===== config.mk =====
export PLATFORM = sky130hd
export DESIGN_NAME = csr_regfile_flat
export DESIGN_NICKNAME = d
export VERILOG_FILES = /design/src/rtl/csr_regfile_if.sv /design/src/rtl/csr_regfile.sv /design/src/flat_wrapper.sv
export SDC_FILE = /design/constraint.sdc
export NUM_CORES = 1
export LEC_CHECK = 0
export CORE_MARGIN = 3
export CORE_UTILIZATION = 30
export CTS_BUF_LIST = sky130_fd_sc_hd__clkbuf_8
export DETAILED_ROUTE_END_ITERATION = 16
export DONT_BUFFER_PORTS = 1
export GPL_TIMING_DRIVEN = 0
export HOLD_SLACK_MARGIN = 0.02
export PLACE_DENSITY = 0.47
export SLEW_MARGIN = 25
export SYNTH_ARGS = -nofsm -noshare
export SYNTH_HDL_FRONTEND = slang
export SYNTH_SLANG_ARGS = --single-unit

===== constraint.sdc =====
create_clock -name clk -period 2.5 [get_ports clk]
set_input_delay 0.25 -clock clk [delete_from_list [all_inputs] [get_ports clk]]
set_output_delay 0.25 -clock clk [all_outputs]
set_load 0.02 [all_outputs]

===== src/rtl/csr_regfile_if.sv =====
// ============================================================================
// Module   : csr_if
// Purpose  : CSR functional unit <-> CSR register file read/write channel.
// Revision : 1.0 - initial release
// ============================================================================
`default_nettype none

interface csr_if;
  logic [11:0] raddr;
  logic [63:0] rdata;
  logic [11:0] waddr;
  logic [63:0] wdata;
  logic        wvalid;

  modport master (output raddr, output waddr, output wdata, output wvalid, input rdata);
  modport slave  (input raddr, input waddr, input wdata, input wvalid, output rdata);
endinterface

`default_nettype wire


===== src/rtl/csr_regfile.sv =====
// ============================================================================
// Module   : csr_regfile
// Purpose  : Machine-mode CSR file with trap/mret updates, counters and IRQ pick.
// Revision : 1.0 - initial release
// ============================================================================
`default_nettype none

module csr_regfile #(
  parameter logic [63:0] HART_ID     = 64'd0,
  parameter logic [63:0] MTVEC_RESET = 64'h8000_0000
) (
  input  logic        clk,
  input  logic        rst,
  csr_if.slave        csr_io,
  input  logic [1:0]  retire_cnt_i,
  input  logic        trap_i,
  input  logic [63:0] trap_pc_i,
  input  logic [63:0] trap_cause_i,
  input  logic [63:0] trap_tval_i,
  input  logic        mret_i,
  input  logic        irq_msip_i,
  input  logic        irq_mtip_i,
  input  logic        irq_meip_i,
  output logic [63:0] trap_vec_o,
  output logic [63:0] epc_o,
  output logic        irq_o,
  output logic [63:0] irq_cause_o
);

  localparam logic [11:0] c_MSTATUS   = 12'h300;
  localparam logic [11:0] c_MISA      = 12'h301;
  localparam logic [11:0] c_MIE       = 12'h304;
  localparam logic [11:0] c_MTVEC     = 12'h305;
  localparam logic [11:0] c_MSCRATCH  = 12'h340;
  localparam logic [11:0] c_MEPC      = 12'h341;
  localparam logic [11:0] c_MCAUSE    = 12'h342;
  localparam logic [11:0] c_MTVAL     = 12'h343;
  localparam logic [11:0] c_MIP       = 12'h344;
  localparam logic [11:0] c_MCYCLE    = 12'hB00;
  localparam logic [11:0] c_MINSTRET  = 12'hB02;
  localparam logic [11:0] c_CYCLE     = 12'hC00;
  localparam logic [11:0] c_INSTRET   = 12'hC02;
  localparam logic [11:0] c_MHARTID   = 12'hF14;
  localparam logic [63:0] c_MISA_VAL  = 64'h8000_0000_0000_1100;
  localparam logic [63:0] c_MIE_MASK  = 64'h0000_0000_0000_0888;
  localparam logic [63:0] c_ALIGN4    = ~64'h3;

  logic        r_status_mie;
  logic        r_status_mpie;
  logic [63:0] r_mie;
  logic [63:0] r_mtvec;
  logic [63:0] r_mscratch;
  logic [63:0] r_mepc;
  logic [63:0] r_mcause;
  logic [63:0] r_mtval;
  logic [63:0] r_mcycle;
  logic [63:0] r_minstret;

  logic [63:0] w_mstatus;
  logic [63:0] w_mip;
  logic [63:0] w_pending;
  logic [63:0] w_rdata;
  logic [3:0]  w_code;

  logic w_wr_mstatus, w_wr_mie, w_wr_mtvec, w_wr_mscratch;
  logic w_wr_mepc, w_wr_mcause, w_wr_mtval, w_wr_mcycle, w_wr_minstret;

  assign w_wr_mstatus  = csr_io.wvalid && (csr_io.waddr == c_MSTATUS);
  assign w_wr_mie      = csr_io.wvalid && (csr_io.waddr == c_MIE);
  assign w_wr_mtvec    = csr_io.wvalid && (csr_io.waddr == c_MTVEC);
  assign w_wr_mscratch = csr_io.wvalid && (csr_io.waddr == c_MSCRATCH);
  assign w_wr_mepc     = csr_io.wvalid && (csr_io.waddr == c_MEPC);
  assign w_wr_mcause   = csr_io.wvalid && (csr_io.waddr == c_MCAUSE);
  assign w_wr_mtval    = csr_io.wvalid && (csr_io.waddr == c_MTVAL);
  assign w_wr_mcycle   = csr_io.wvalid && (csr_io.waddr == c_MCYCLE);
  assign w_wr_minstret = csr_io.wvalid && (csr_io.waddr == c_MINSTRET);

  // Per-register priority: trap, then mret, then the commit-time write.
  always_ff @(posedge clk) begin
    if (rst) begin
      r_status_mie  <= 1'b0;
      r_status_mpie <= 1'b0;
      r_mie         <= 64'd0;
      r_mtvec       <= MTVEC_RESET & c_ALIGN4;
      r_mscratch    <= 64'd0;
      r_mepc        <= 64'd0;
      r_mcause      <= 64'd0;
      r_mtval       <= 64'd0;
      r_mcycle      <= 64'd0;
      r_minstret    <= 64'd0;
    end else begin
      if (trap_i) begin
        r_status_mpie <= r_status_mie;
        r_status_mie  <= 1'b0;
      end else if (mret_i) begin
        r_status_mie  <= r_status_mpie;
        r_status_mpie <= 1'b1;
      end else if (w_wr_mstatus) begin
        r_status_mie  <= csr_io.wdata[3];
        r_status_mpie <= csr_io.wdata[7];
      end

      if (trap_i) begin
        r_mepc   <= trap_pc_i & c_ALIGN4;
        r_mcause <= trap_cause_i;
        r_mtval  <= trap_tval_i;
      end else begin
        if (w_wr_mepc)   r_mepc   <= csr_io.wdata & c_ALIGN4;
        if (w_wr_mcause) r_mcause <= csr_io.wdata;
        if (w_wr_mtval)  r_mtval  <= csr_io.wdata;
      end

      if (w_wr_mie)      r_mie      <= csr_io.wdata & c_MIE_MASK;
      if (w_wr_mtvec)    r_mtvec    <= csr_io.wdata & c_ALIGN4;
      if (w_wr_mscratch) r_mscratch <= csr_io.wdata;

      r_mcycle   <= w_wr_mcycle   ? csr_io.wdata : r_mcycle + 64'd1;
      r_minstret <= w_wr_minstret ? csr_io.wdata : r_minstret + {62'd0, retire_cnt_i};
    end
  end

  assign w_mstatus = {51'd0, 2'b11, 3'd0, r_status_mpie, 3'd0, r_status_mie, 3'd0};
  assign w_mip     = {52'd0, irq_meip_i, 3'd0, irq_mtip_i, 3'd0, irq_msip_i, 3'd0};
  assign w_pending = r_mie & w_mip;

  always_comb begin
    w_rdata = 64'd0;
    case (csr_io.raddr)
      c_MSTATUS:            w_rdata = w_mstatus;
      c_MISA:               w_rdata = c_MISA_VAL;
      c_MIE:                w_rdata = r_mie;
      c_MTVEC:              w_rdata = r_mtvec;
      c_MSCRATCH:           w_rdata = r_mscratch;
      c_MEPC:               w_rdata = r_mepc;
      c_MCAUSE:             w_rdata = r_mcause;
      c_MTVAL:              w_rdata = r_mtval;
      c_MIP:                w_rdata = w_mip;
      c_MCYCLE, c_CYCLE:    w_rdata = r_mcycle;
      c_MINSTRET, c_INSTRET: w_rdata = r_minstret;
      c_MHARTID:            w_rdata = HART_ID;
      default:              w_rdata = 64'd0;
    endcase
  end

  // External beats software beats timer.
  always_comb begin
    w_code = 4'd0;
    if (w_pending[11])     w_code = 4'd11;
    else if (w_pending[3]) w_code = 4'd3;
    else if (w_pending[7]) w_code = 4'd7;
  end

  assign csr_io.rdata = w_rdata;
  assign trap_vec_o   = r_mtvec;
  assign epc_o        = r_mepc;
  assign irq_o        = r_status_mie && (w_pending != 64'd0);
  assign irq_cause_o  = irq_o ? {1'b1, 59'd0, w_code} : 64'd0;

endmodule

`default_nettype wire


===== src/flat_wrapper.sv =====
// flat-port wrapper written by rule: the top's interface ports become plain ports
module csr_regfile_flat 
#(
  parameter logic [63:0] HART_ID     = 64'd0,
  parameter logic [63:0] MTVEC_RESET = 64'h8000_0000
)
  (clk, rst, retire_cnt_i, trap_i, trap_pc_i, trap_cause_i, trap_tval_i, mret_i, irq_msip_i, irq_mtip_i, irq_meip_i, trap_vec_o, epc_o, irq_o, irq_cause_o, csr_io_raddr, csr_io_waddr, csr_io_wdata, csr_io_wvalid, csr_io_rdata);
  csr_if csr_io_i ();
  input  logic clk;
  input  logic rst;
  input  logic [1:0] retire_cnt_i;
  input  logic trap_i;
  input  logic [63:0] trap_pc_i;
  input  logic [63:0] trap_cause_i;
  input  logic [63:0] trap_tval_i;
  input  logic mret_i;
  input  logic irq_msip_i;
  input  logic irq_mtip_i;
  input  logic irq_meip_i;
  output logic [63:0] trap_vec_o;
  output logic [63:0] epc_o;
  output logic irq_o;
  output logic [63:0] irq_cause_o;
  input wire logic [$bits(csr_io_i.raddr)-1:0] csr_io_raddr;
  input wire logic [$bits(csr_io_i.waddr)-1:0] csr_io_waddr;
  input wire logic [$bits(csr_io_i.wdata)-1:0] csr_io_wdata;
  input wire logic [$bits(csr_io_i.wvalid)-1:0] csr_io_wvalid;
  output wire logic [$bits(csr_io_i.rdata)-1:0] csr_io_rdata;
  assign csr_io_i.raddr = csr_io_raddr;
  assign csr_io_i.waddr = csr_io_waddr;
  assign csr_io_i.wdata = csr_io_wdata;
  assign csr_io_i.wvalid = csr_io_wvalid;
  assign csr_io_rdata = csr_io_i.rdata;
  csr_regfile #(.HART_ID(HART_ID), .MTVEC_RESET(MTVEC_RESET)) u_core (.clk(clk), .rst(rst), .csr_io(csr_io_i), .retire_cnt_i(retire_cnt_i), .trap_i(trap_i), .trap_pc_i(trap_pc_i), .trap_cause_i(trap_cause_i), .trap_tval_i(trap_tval_i), .mret_i(mret_i), .irq_msip_i(irq_msip_i), .irq_mtip_i(irq_mtip_i), .irq_meip_i(irq_meip_i), .trap_vec_o(trap_vec_o), .epc_o(epc_o), .irq_o(irq_o), .irq_cause_o(irq_cause_o));
endmodule

# Word level (Yosys, flattened, before mapping)
# Index checks and enable logic that the tools add are counted.
# word_totals
regBits,449
inputBits,290
out_inout_bits,257
elab_cells,72
# op_classes
n_addsub,2
n_eq_ne,22
muxes,18
bitwise_logic,1
n_reduce_logical,19
# ops
operator,count
$pmux 64 s11,1
$mux 64,9
$eq 12x10->1 const B,16
$eq 12x12->1 const B,6
$add 64x1->64 const B,1
$add 64x2->64,1
$reduce_bool 64->1,1
$and 12x12->12,1
$logic_and 1x1->1,10
$mux 4,2
$reduce_bool 2->1,4
$reduce_or 2->1,3
$mux 1,5
$mux 3,1
$reduce_bool 3->1,1

# Longest topological paths before layout
# logic_depth
word_depth,5
mapped_depth,9
mapped_depth_nobuf,8

# Least setup slack after synthesis
# OpenSTA, ideal clock, no wires.
# synth_timing
kind,register to register
from,reg u_core.r_minstret[0]
to,reg u_core.r_minstret[34]
setup_ns,0.091
arrival_time_ns,2.380
t_required_ns,2.409
path_slack_ns,0.029
stages_incl_launch_ff,9
n_path_buf,1
period_less_slack_ns,2.471
path_cell_list,dfxtp_1 -> ha_1 -> inv_1 -> fa_1 -> nor4_4 -> nand4b_1 -> buf_4 -> or3_1 -> a311oi_1
# synth_via
elab_chain_cells,2
# synth_rtl
element,line,rtl
"start, declared",csr_regfile.sv:57,logic [63:0] r_minstret;
"start signal, assigned",csr_regfile.sv:118,"r_minstret <= w_wr_minstret ? csr_io.wdata : r_minstret + {62'd0, retire_cnt_i};"
$add 64x2->64,csr_regfile.sv:118,
$mux 64,csr_regfile.sv:118,
# No other way between the ends.
# A chain may end at the register's enable or synchronous reset.

# Worst setup path after layout
# layout_timing
from,in csr_io_raddr[8]
to,out csr_io_rdata[11]
# layout_via
elab_chain_cells,3
word_cells_on_any_way,16
cone_classes,eq/ne: 13; mux: 1; reduce/logical: 2
# layout_rtl
element,line,rtl
"start, declared",flat_wrapper.sv:24,input wire logic [$bits(csr_io_i.raddr)-1:0] csr_io_raddr;
$eq 12x12->1,csr_regfile.sv:128,case (csr_io.raddr)
$reduce_or 2->1,csr_regfile.sv:128,
$pmux 64 s11 (*),csr_regfile.sv:128,
"end, declared",flat_wrapper.sv:28,output wire logic [$bits(csr_io_i.rdata)-1:0] csr_io_rdata;
# Mark *: on every way between the ends. The rest lies on a longest branch, timed or not.

==> results <==
- Summing the sequential cell areas from Yosys gives 37.8% of the chip area.
- The detailed-route DRC error count is 0.
- The HPWL after detailed placement is 92,200 µm.
- The number of antenna violations at the first check in global routing is 13.
- For the final database, setup skew stands at 0.0426 ns.
- The critical path data required time is 2.25 ns.
- In this run the clock root is driven by a sky130_fd_sc_hd__clkbuf_8.
- The worst path meets setup with 0.0000795 ns of slack.
- Dividing the final minimum period by the clock period gives 100%.
- In the synthesized netlist the dominant register cell turns out to be sky130_fd_sc_hd__dfxtp_1.
- The clock net in this run drives a total of 449 sinks.
- Row generation in the floorplan step produced 102 rows.
- The commonest cells after synthesis are 449 x sky130_fd_sc_hd__dfxtp_1, 445 x sky130_fd_sc_hd__nand2_1, 288 x sky130_fd_sc_hd__nor2_1, 199 x sky130_fd_sc_hd__mux2i_1, 183 x sky130_fd_sc_hd__mux2_2.
- At the placement stage, the worst setup path has a slack of -1.17 ns.
- The minimum clock period is 2.50 ns.
- Of all flip-flops after synthesis, the portion carrying an async set or reset was 0%.
- The TritonCTS clock tree is done.
- The type of the tightest min-delay check is in2reg.
- Summed over all nets, the switching power comes to 4.72 mW.
- The delay of the slowest cell on the worst path is 0.48 ns.
- After clock tree synthesis, the clock-pin slew on the worst setup and hold paths is 0.06 ns.
- By area the synthesized netlist is led by sky130_fd_sc_hd__dfxtp_1 38%, sky130_fd_sc_hd__mux2_2 8.7%, sky130_fd_sc_hd__mux2i_1 8.4%.
- Across every metal layer, demand over resource in global routing totals 29.1%.
- Summed over all failing endpoints, the final setup total negative slack is 0 ns.
- In this run, the number of DRC markers left after iteration 0 of detailed routing was 2,515.
- Across all hold checks on the routed design, the worst slack comes to 0.0731 ns.
- The timing-limited maximum frequency is 400 MHz.
- The worst pin sits at a relative slew slack of 28.3%.
- sky130_fd_sc_hd__dfxtp_1 takes more of the synthesized area than any other cell.
- Of all nets on the critical path, the largest fanout is 10.
- The total grt overflow is 0.
- The relative contribution of sequential cells to total power is 45.2%.
- At the worst endpoint, the arrival time is 2.25 ns.
- The worst-skew pair later-pin latency is 0.72 ns.
- The gate count after technology mapping is 2,812.
- The final-report setup violation count is 0.
- The number of CTS-inserted buffers is 90.
- The total power is 16.8 mW.
- The fill cell total of the finished layout is 7,849.
- The proportion of power drawn by the clock network is 45.0%.
- The number of distinct library cell variants in the gate-level netlist after synthesis is 62.
- For this block, the routed nets add up to 126,000 µm of wire.
- The run finished with clean final reports.
- The cell area power density is 542 nW/µm².
- In the final layout, the multi-input gates occupy 14,000 µm².
- The chip width is 288 µm.
- In the final layout, the share of cells above drive strength 1 is 17.4%.
- Setup repair after global routing could not meet its margin everywhere.
- During placement, the flow inserted port buffers numbering 0.
- The number of cells on the critical path is 7.
- The number of top-level pins is 547.
- The max-capacitance violation count is 0.
- Yosys mapped a number of flops with a built-in enable equal to 0.
- Routability-driven placement finished with a final weighted congestion of 0.925.
- The number of vias in the routed layout is 24,005.
- The initial core utilization is 30.5%.
- The number of buffers and inverters on the critical path is 2.
- Entering global routing, the biggest net connects 13 pins.
- The signal on the critical path passes through or3b_2 -> a2111oi_4 -> and3b_2 -> buf_12 -> buf_6 -> a222oi_1 -> nand2_1.
- Per report_power, the combinational group accounts for 9.8% of the total.
- STA classifies the critical path startpoint as a primary input.
- The element type at the critical path end is a primary output.
- For the worst flop-to-flop path, the logic depth is 7.
- The H-tree depth is 3.
- In this run the static leakage power is 11.9 nW.
- The final-report hold violation count was 0.
- The first detailed-routing pass took 9 iterations.
- The number of antenna-violating nets in the routed design is 0.
- After floorplanning, the core was sized to cover 78,000 µm².
- The detailed-route vias per instance is 5.50.
- In this run, synthesis produced a sequential element count of 449.
- The maximum VDD drop is 0.000368 V.
- The top-area cell type share of the netlist area is 37.8%.
- The cell family contributing the most delay on the critical path is simple AND/OR/NAND/NOR gates.
- The average wire length per cell after detail routing is 28.8 µm.
- At the pin with the least slew margin, the transition time is 1.07 ns.
- For this run, the number of Yosys warnings is 0.
- For this run, the share of the core covered by cells in the final layout is 39.7%.
- The worst hold path was traced through 4 stages.
- In this run switching power makes up 28.1% of total power.
- The net total in the final layout is 3,549.
- The via count of the first global-routing pass is 24,008.
- The most frequently used cell type in the post-synthesis netlist is sky130_fd_sc_hd__dfxtp_1.
- The slowest stage of the critical path is the sky130_fd_sc_hd__or3b_2 cell.
- The synthesized area per cell is 8.47 µm².
- The height of the die is 288 µm.
- The number of pins with negative max-slew slack in the final report came to 0.
- The relative area change from synthesis to final layout is 30.1%.
- The maximum root-to-sink buffer count is 3.
- Summing every instance area after synthesis gives 23,800 µm².
- The storage element area is 9000 µm².
- The die covers 82,800 µm².
- Cell internal power was estimated by the tool at 12.1 mW.
- The critical path is of the in2out type.
- The first global-routing pass estimated 174,000 µm of wire.
-- cell families after synthesis --
logic type | synth area share, %
adders and majority gates | 0.242
AOI/OAI and AO/OA | 13.6
and+or+nand+nor | 21.2
xor gates and xnor gates | 4.12
DFF | 37.8
other | 0.0158
muxes | 17.0
buffers and inverters | 6.02
-- per-layer routing --
metal	vias to the layer above	GRT usage (%)	routed length, µm
met4	0	15.8	7440
li1	10782	-	-
met3	267	5.50	8750
met5	-	0	0
met2	1101	49.3	60100
met1	11855	34.8	49400
-- metrics by stage --
| step | instances | instance area, µm² |
|---|---|---|
| floorplan | 2874 | 24000 |
| global placement | 3914 | 25300 |
| detailed placement | 3926 | 25700 |
| CTS | 4352 | 30800 |
| global route | 4361 | 31000 |
| finish | 4365 | 31000 |
-- power groups by stage --
| stage | combinational, mW | sequential (mW) | clock (mW) |
|---|---|---|---|
| floorplan | 0.822 | 7.67 | 0 |
| global placement | 1.08 | 7.73 | 0 |
| detailed placement | 1.11 | 7.74 | 0 |
| CTS | 1.63 | 7.58 | 7.68 |
| global route | 1.76 | 7.60 | 7.98 |
| finish | 1.64 | 7.59 | 7.56 |
-- registers in the layout, indices dropped and copies added, names as in the netlist --
register and flops:
u_core.r_mcause 64, u_core.r_mcycle 64, u_core.r_minstret 64, u_core.r_mscratch 64, u_core.r_mtval 64, u_core.epc_o 62
u_core.trap_vec_o 62, u_core.r_mie 3, u_core.r_status_mie 1, u_core.r_status_mpie 1
-- what timing repair did --
item	4_1_cts	5_1_grt
endpoints found under the setup margin	128	79
hold buffers	263	0
hold endpoints to repair	443	0
setup buffers	17	4
gates cloned	1	0
resized for setup	142	34
pin swaps	16	14
-- cell type report --
| cell class | instances | area share (%) |
|---|---|---|
| antenna | 9 | 0.0727 |
| buffer | 270 | 5.54 |
| clock buffer | 108 | 4.80 |
| clock inverter | 45 | 0.735 |
| inverter | 24 | 0.291 |
| multi-input combinational | 2123 | 45.2 |
| sequential | 449 | 29.1 |
| tap | 1040 | 4.20 |
| timing repair buffer | 297 | 10.1 |
-- tightest hold or removal path, stage by stage --
cell and delay [ns]:
sky130_fd_sc_hd__nor2_1 0.04, sky130_fd_sc_hd__and4_1 0.29, sky130_fd_sc_hd__nand2_1 0.10, sky130_fd_sc_hd__a21oi_1 0.06
-- final timing paths --
path                                       from                            endpoint  slack [ns]
min                             csr_io_waddr[2]       u_core.r_mcycle[1]$_SDFF_PP0_        0.07
min reg2reg  u_core.r_mscratch[50]$_SDFFE_PP0P_  u_core.r_mscratch[50]$_SDFFE_PP0P_        0.45
max                             csr_io_raddr[8]                    csr_io_rdata[11]     0.00008
max reg2reg     u_core.r_minstret[1]$_SDFF_PP0_    u_core.r_minstret[47]$_SDFF_PP0_        0.10
-- layout by cell type (no fill, tap or decap), drive strengths merged, types with 4 or more instances in the layout --
cell type    instances
a21oi              134
nand2              446
and3                18
clkinv               5
dlygate4sd3        263
a22o                 5
a211oi             108
nor3                31
nand3              107
and4                16
a311oi              11
inv                 60
a22oi               51
and2                 6
nor2b               67
buf                142
o21ai               83
nand4               35
or3                 16
xnor2               65
diode                9
nor4                28
xor2                47
conb                63
nand2b               4
mux2i              199
mux2               183
nor3b                4
a222oi              73
or2                  4
nor2               289
dfxtp              449
clkbuf             270
nand4b               4
(Power assumes the default switching activity.)
